File: src/rtl/gon_y_id_config_ctrl.sv
// ID scan-chain configuration sequencer for one GON Y-bus column: holds a host-written row-ID
// table, shifts it into the bus multicast controllers, and can read it back to verify it.
module gon_y_id_config_ctrl #(
  parameter int unsigned MASTER_NUMS = 14,
  parameter int unsigned ROW_LEN     = 4,
  parameter int unsigned ADDR_LEN    = 4
) (
  input  logic                clk,
  input  logic                rst,
  input  logic                cfg_we,
  input  logic [ADDR_LEN-1:0] cfg_addr,
  input  logic [ROW_LEN-1:0]  cfg_wdata,
  input  logic                start,
  input  logic                verify_en,
  output logic                busy,
  output logic                done,
  output logic                error,
  output logic [ADDR_LEN-1:0] err_index,
  output logic                set_id,
  output logic [ROW_LEN-1:0]  id_scan_in,
  input  logic [ROW_LEN-1:0]  id_scan_out
);

  typedef enum logic [1:0] {StIdle, StLoad, StVerify, StFinish} state_e;

  localparam logic [ADDR_LEN-1:0] LastIdx = ADDR_LEN'(MASTER_NUMS - 1);

  logic [ROW_LEN-1:0]  id_table_q [MASTER_NUMS];
  state_e              state_q, state_d;
  logic [ADDR_LEN-1:0] cnt_q, cnt_d;
  logic                verify_q, verify_d;
  logic                error_q, error_d;
  logic [ADDR_LEN-1:0] err_index_q, err_index_d;
  logic                set_id_q, busy_q, done_q;
  logic [ROW_LEN-1:0]  id_scan_in_q, scan_d;
  logic                table_we;
  logic                shifting_d;

  assign table_we = (state_q == StIdle) && cfg_we && (32'(cfg_addr) < MASTER_NUMS);

  always_comb begin
    state_d     = state_q;
    cnt_d       = cnt_q;
    verify_d    = verify_q;
    error_d     = error_q;
    err_index_d = err_index_q;
    unique case (state_q)
      StIdle: begin
        if (start) begin
          state_d     = StLoad;
          cnt_d       = '0;
          verify_d    = verify_en;
          error_d     = 1'b0;
          err_index_d = '0;
        end
      end
      StLoad: begin
        if (cnt_q == LastIdx) begin
          state_d = verify_q ? StVerify : StFinish;
          cnt_d   = '0;
        end else begin
          cnt_d = cnt_q + 1'b1;
        end
      end
      StVerify: begin
        // Readback of shift k is the ID of master LastIdx-k; only the first mismatch is recorded.
        if ((id_scan_out != id_scan_in_q) && !error_q) begin
          error_d     = 1'b1;
          err_index_d = LastIdx - cnt_q;
        end
        if (cnt_q == LastIdx) begin
          state_d = StFinish;
          cnt_d   = '0;
        end else begin
          cnt_d = cnt_q + 1'b1;
        end
      end
      StFinish: begin
        state_d = StIdle;
        cnt_d   = '0;
      end
      default: begin
        state_d = StIdle;
        cnt_d   = '0;
      end
    endcase
  end

  assign shifting_d = (state_d == StLoad) || (state_d == StVerify);

  // Highest-index entry goes first so table[i] settles in master i after the full pass.
  always_comb begin
    scan_d = '0;
    if (shifting_d) begin
      scan_d = id_table_q[LastIdx - cnt_d];
    end
  end

  always_ff @(posedge clk) begin
    if (!rst) begin
      state_q      <= StIdle;
      cnt_q        <= '0;
      verify_q     <= 1'b0;
      error_q      <= 1'b0;
      err_index_q  <= '0;
      set_id_q     <= 1'b0;
      busy_q       <= 1'b0;
      done_q       <= 1'b0;
      id_scan_in_q <= '0;
      for (int i = 0; i < int'(MASTER_NUMS); i++) begin
        id_table_q[i] <= '0;
      end
    end else begin
      state_q      <= state_d;
      cnt_q        <= cnt_d;
      verify_q     <= verify_d;
      error_q      <= error_d;
      err_index_q  <= err_index_d;
      set_id_q     <= shifting_d;
      busy_q       <= (state_d != StIdle);
      done_q       <= (state_d == StFinish);
      id_scan_in_q <= scan_d;
      if (table_we) begin
        id_table_q[cfg_addr] <= cfg_wdata;
      end
    end
  end

  assign busy       = busy_q;
  assign done       = done_q;
  assign error      = error_q;
  assign err_index  = err_index_q;
  assign set_id     = set_id_q;
  assign id_scan_in = id_scan_in_q;

endmodule

File: config.mk
export PLATFORM = sky130hd
export DESIGN_NAME = gon_y_id_config_ctrl
export DESIGN_NICKNAME = d
export VERILOG_FILES = /design/src/rtl/gon_y_id_config_ctrl.sv
export SDC_FILE = /design/constraint.sdc
export NUM_CORES = 1
export LEC_CHECK = 0
export ABC_AREA = 1
export BUFFER_PORTS_ARGS = -buffer_cell sky130_fd_sc_hd__buf_2
export CAP_MARGIN = 10
export CELL_PAD_IN_SITES_DETAIL_PLACEMENT = 1
export CELL_PAD_IN_SITES_GLOBAL_PLACEMENT = 1
export CORE_AREA = 2 2 121 123
export CTS_CLUSTER_SIZE = 8
export DETAILED_ROUTE_END_ITERATION = 10
export DIE_AREA = 0 0 123 125
export PLACE_DENSITY = 0.68
export SYNTH_ARGS = -nofsm -noshare
export SYNTH_HDL_FRONTEND = slang
export SYNTH_SLANG_ARGS = --single-unit
File: constraint.sdc
create_clock -name clk -period 5 [get_ports clk]
set_clock_uncertainty 0.05 [all_clocks]
set_input_delay 0.5 -clock clk [delete_from_list [all_inputs] [get_ports clk]]
set_output_delay 0.5 -clock clk [all_outputs]
set_load 0.01 [all_outputs]
==> run_results.csv <==
group,metric,value,unit
run_status,status,"finished, final reports clean",
setup_path,cp-end-kind,"register",
clock_network,clock_latency,350,ps
routing,viasPerCell,4.57,
setup_path,path_cells,"inv_1 -> ha_1 -> inv_2 -> nand3_2 -> nand2_2 -> nand2_1 -> nand2_1 -> nand2_1 -> nand2_1 -> nand2_1 -> nand2_1 -> nor2_1 -> nor2_1",
clock_network,cts_hold_buf,0,
setup_path,slowest_stage,"nand2_2",
clock_network,cts_tree,"done",
global_route,grt_pass1_wl,18100,µm
global_route,antenna_found_initial,0,
setup_path,crit_path_start_kind,"register",
clock_network,cts-buffers-inserted,9,
timing,slew_headroom,0.491,
setup_path,max_stage_delay,780,ps
clock_network,post_cts_buffers,0,
clock_network,clock-sinks,83,
hold_path,hp-class,"input port to register",
routing,wl,11000,µm
hold_path,min_to,"id_table_q[15][3]",
setup_path,cp_top_family,"simple AND/OR/NAND/NOR gates",
power_and_ir_drop,p_leak,2.16,nW
setup_path,cp_max_fo,34,
floorplan,die_w,123,µm
power_and_ir_drop,pwr_density_cell,335,nW/µm²
routing,num_vias,3290,
layout,fin_cells,720,
place,dp_hpwl,7750,µm
hold_path,min_path_cells,1,
floorplan,pin_count,29,
routing,drt_iter0_drc,123,
synthesis,ys.warnings.count,0,
setup_path,r2r_setup_slack,1920,ps
setup_path,reg2reg_to,"id_scan_in[0]",
synthesis,syn_inst,505,
setup_path,crit_top_cell,"nand2_1",
place,io_buffers,28,
synthesis,synth_cell_type_count,24,
synthesis,postSynthAreaPerCell,8.25,µm²
place,place_inst,705,
floorplan,start_util,0.293,
timing,finalSetupViolCount,0,
synthesis,ys_ff_latch,83,
layout,antenna-diode-count,0,
flow_run,max_cap_viol_count,0,
synthesis,synth_area_leaders,"edfxtp_1 (46%), nand2_1 (18%), dfxtp_1 (9.1%)",
layout,final_common_cell,"nand2_1",
setup_path,startpoint,"state_q[1]",
layout,drive_above_1_share,0.101,
global_route,gr-total-overflow,0,
setup_path,r2r_start,"state_q[1]",
routing,ant_nets,0,
global_route,grt_max_degree,35,
synthesis,syn_area,4170,µm²
floorplan,num_rows,44,
floorplan,core_area,14200,µm²
layout,final_cell_mix,"nand2_1 (200), nor2_1 (82), edfxtp_1 (64), nand3_1 (45), inv_1 (30)",
timing,fin_crit,3080,ps
clock_network,clockBufferDepth,2,
power_and_ir_drop,power,0.00158,W
setup_path,crit_required,5230,ps
timing,worst_pin_slew,763,ps
floorplan,die_area,15400,µm²
timing,hold_viol_final,0,
clock_network,ctsResizeCount,0,
synthesis,yosysTopAreaCellShare,0.461,
layout,fin_nets,560,
clock_network,h-tree-depth,3,
clock_network,clk_pin_slew,60,ps
routing,firstDrtPassIters,4,
timing,fmax,325,MHz
timing,rsz0062_at_grt,"no",
hold_path,hp-start,"cfg_wdata[3]",
timing,drv_slew,0,
setup_path,worstPathArrival,3310,ps
setup_path,path_class,"register to register",
layout,syn_to_final_growth,13.2,%
setup_path,path_buf_inv,2,
routing,drc_errors,0,
setup_path,reg2reg_depth,13,
routing,post_drt_wl_per_cell,15.3,µm
clock_network,clockRootBuffer,"clkbuf_16",
timing,setup_tns,0,ps
layout,fin_util,0.332,
timing,period_share,0.615,
floorplan,die_h,125,µm
synthesis,synth_top_cell_by_area,"edfxtp_1",
place,gp_congestion,0.735,
synthesis,ys_seq_area_frac,0.552,
global_route,grtUsageTotal,0.155,
power_and_ir_drop,vdd_ir_drop_max,0.255,mV
global_route,grt_pass1_vias,3577,
==> state kept, by name (all words and copies together), names as in the netlist <==
| signal | flops |
|---|---|
| set_id | 1 |
| cnt_q | 4 |
| done | 1 |
| id_scan_in | 4 |
| state_q | 2 |
| error | 1 |
| busy | 1 |
| verify_q | 1 |
| err_index | 4 |
| id_table_q | 64 |
==> per-stage QoR <==
step / instance area, µm² / hold WS (ps) / setup slack [ps]
6_report: 4720 / 303 / 1920
5_1_grt: 4720 / 296 / 1510
4_1_cts: 4720 / 291 / 1890
3_5_place_dp: 4450 / 408 / 1910
3_3_place_gp: 4450 / 397 / 2090
2_1_floorplan: 4190 / 374 / 3200
==> area by class of cell <==
| class | count | area [µm²] |
|---|---|---|
| fillers | 1723 | 9480 |
| flip-flops and latches | 83 | 2300 |
| multi-input cells | 378 | 1660 |
| well taps | 184 | 230 |
| clock buffers | 9 | 225 |
| repair buffers | 28 | 140 |
| inverters | 32 | 120 |
| clock inverters | 6 | 40.0 |
==> logic make-up (layout without fill, tap and decap cells) <==
group / after synthesis / after routing / share of synthesized area
and+or+nand+nor: 340 / 340 / 0.330
DFF: 83 / 83 / 0.552
buffers and inverters: 51 / 75 / 0.0552
AOI/OAI and AO/OA: 14 / 14 / 0.0177
adders and majority gates: 11 / 11 / 0.0330
xor gates and xnor gates: 5 / 5 / 0.0105
other: 1 / 8 / 0.000900
==> Yosys cell counts <==
cell and number:
inv_1 30, o21ai_1 2, nand3_2 3, nor2_4 1, xnor2_1 4, buf_6 2
nand3_1 45, ha_1 11, buf_2 7, clkbuf_1 6, conb_1 1, or2_2 1
a21oi_1 8, o2111ai_1 1, nand2_1 200, nor3_1 4, dfxtp_1 19, nor2_1 82
edfxtp_1 64, inv_2 2, xor2_1 1, buf_4 4, nand2_2 4, o21ai_0 3
==> report_power, final <==
part,internal (W),switching (W)
clock,0.000334,0.000280
sequential,0.000774,0.0000139
combinational,0.0000521,0.000126
total,0.00116,0.000420
==> worst reg2reg max path, cell delays in order, from the launching register on <==
cell and delay [ps]:
dfxtp_1 390, inv_1 120, ha_1 250, inv_2 120, nand3_2 590, nand2_2 780, nand2_1 140, nand2_1 100
nand2_1 50, nand2_1 100, nand2_1 60, nand2_1 90, nor2_1 50, nor2_1 130
==> per-layer routing <==
metal,part of all wire,GRT usage,routed length [µm]
met5,0,0,0
met4,0.0093,0.0434,102
met3,0.031,0.0493,342
met2,0.52,0.272,5700
met1,0.44,0.180,4830
==> how the worst max path moves through the flow <==
stage / endpoint / slack, ps / cells past startpoint
finish: id_scan_in[0] / 1920 / 13
global route: id_scan_in[0] / 1510 / 13
CTS: id_scan_in[0] / 1890 / 13
detailed placement: id_scan_in[0] / 1910 / 13
global placement: id_scan_in[0] / 2090 / 13
floorplan: id_scan_in[0] / 3200 / 12
Power figures use the tool's default switching activity.
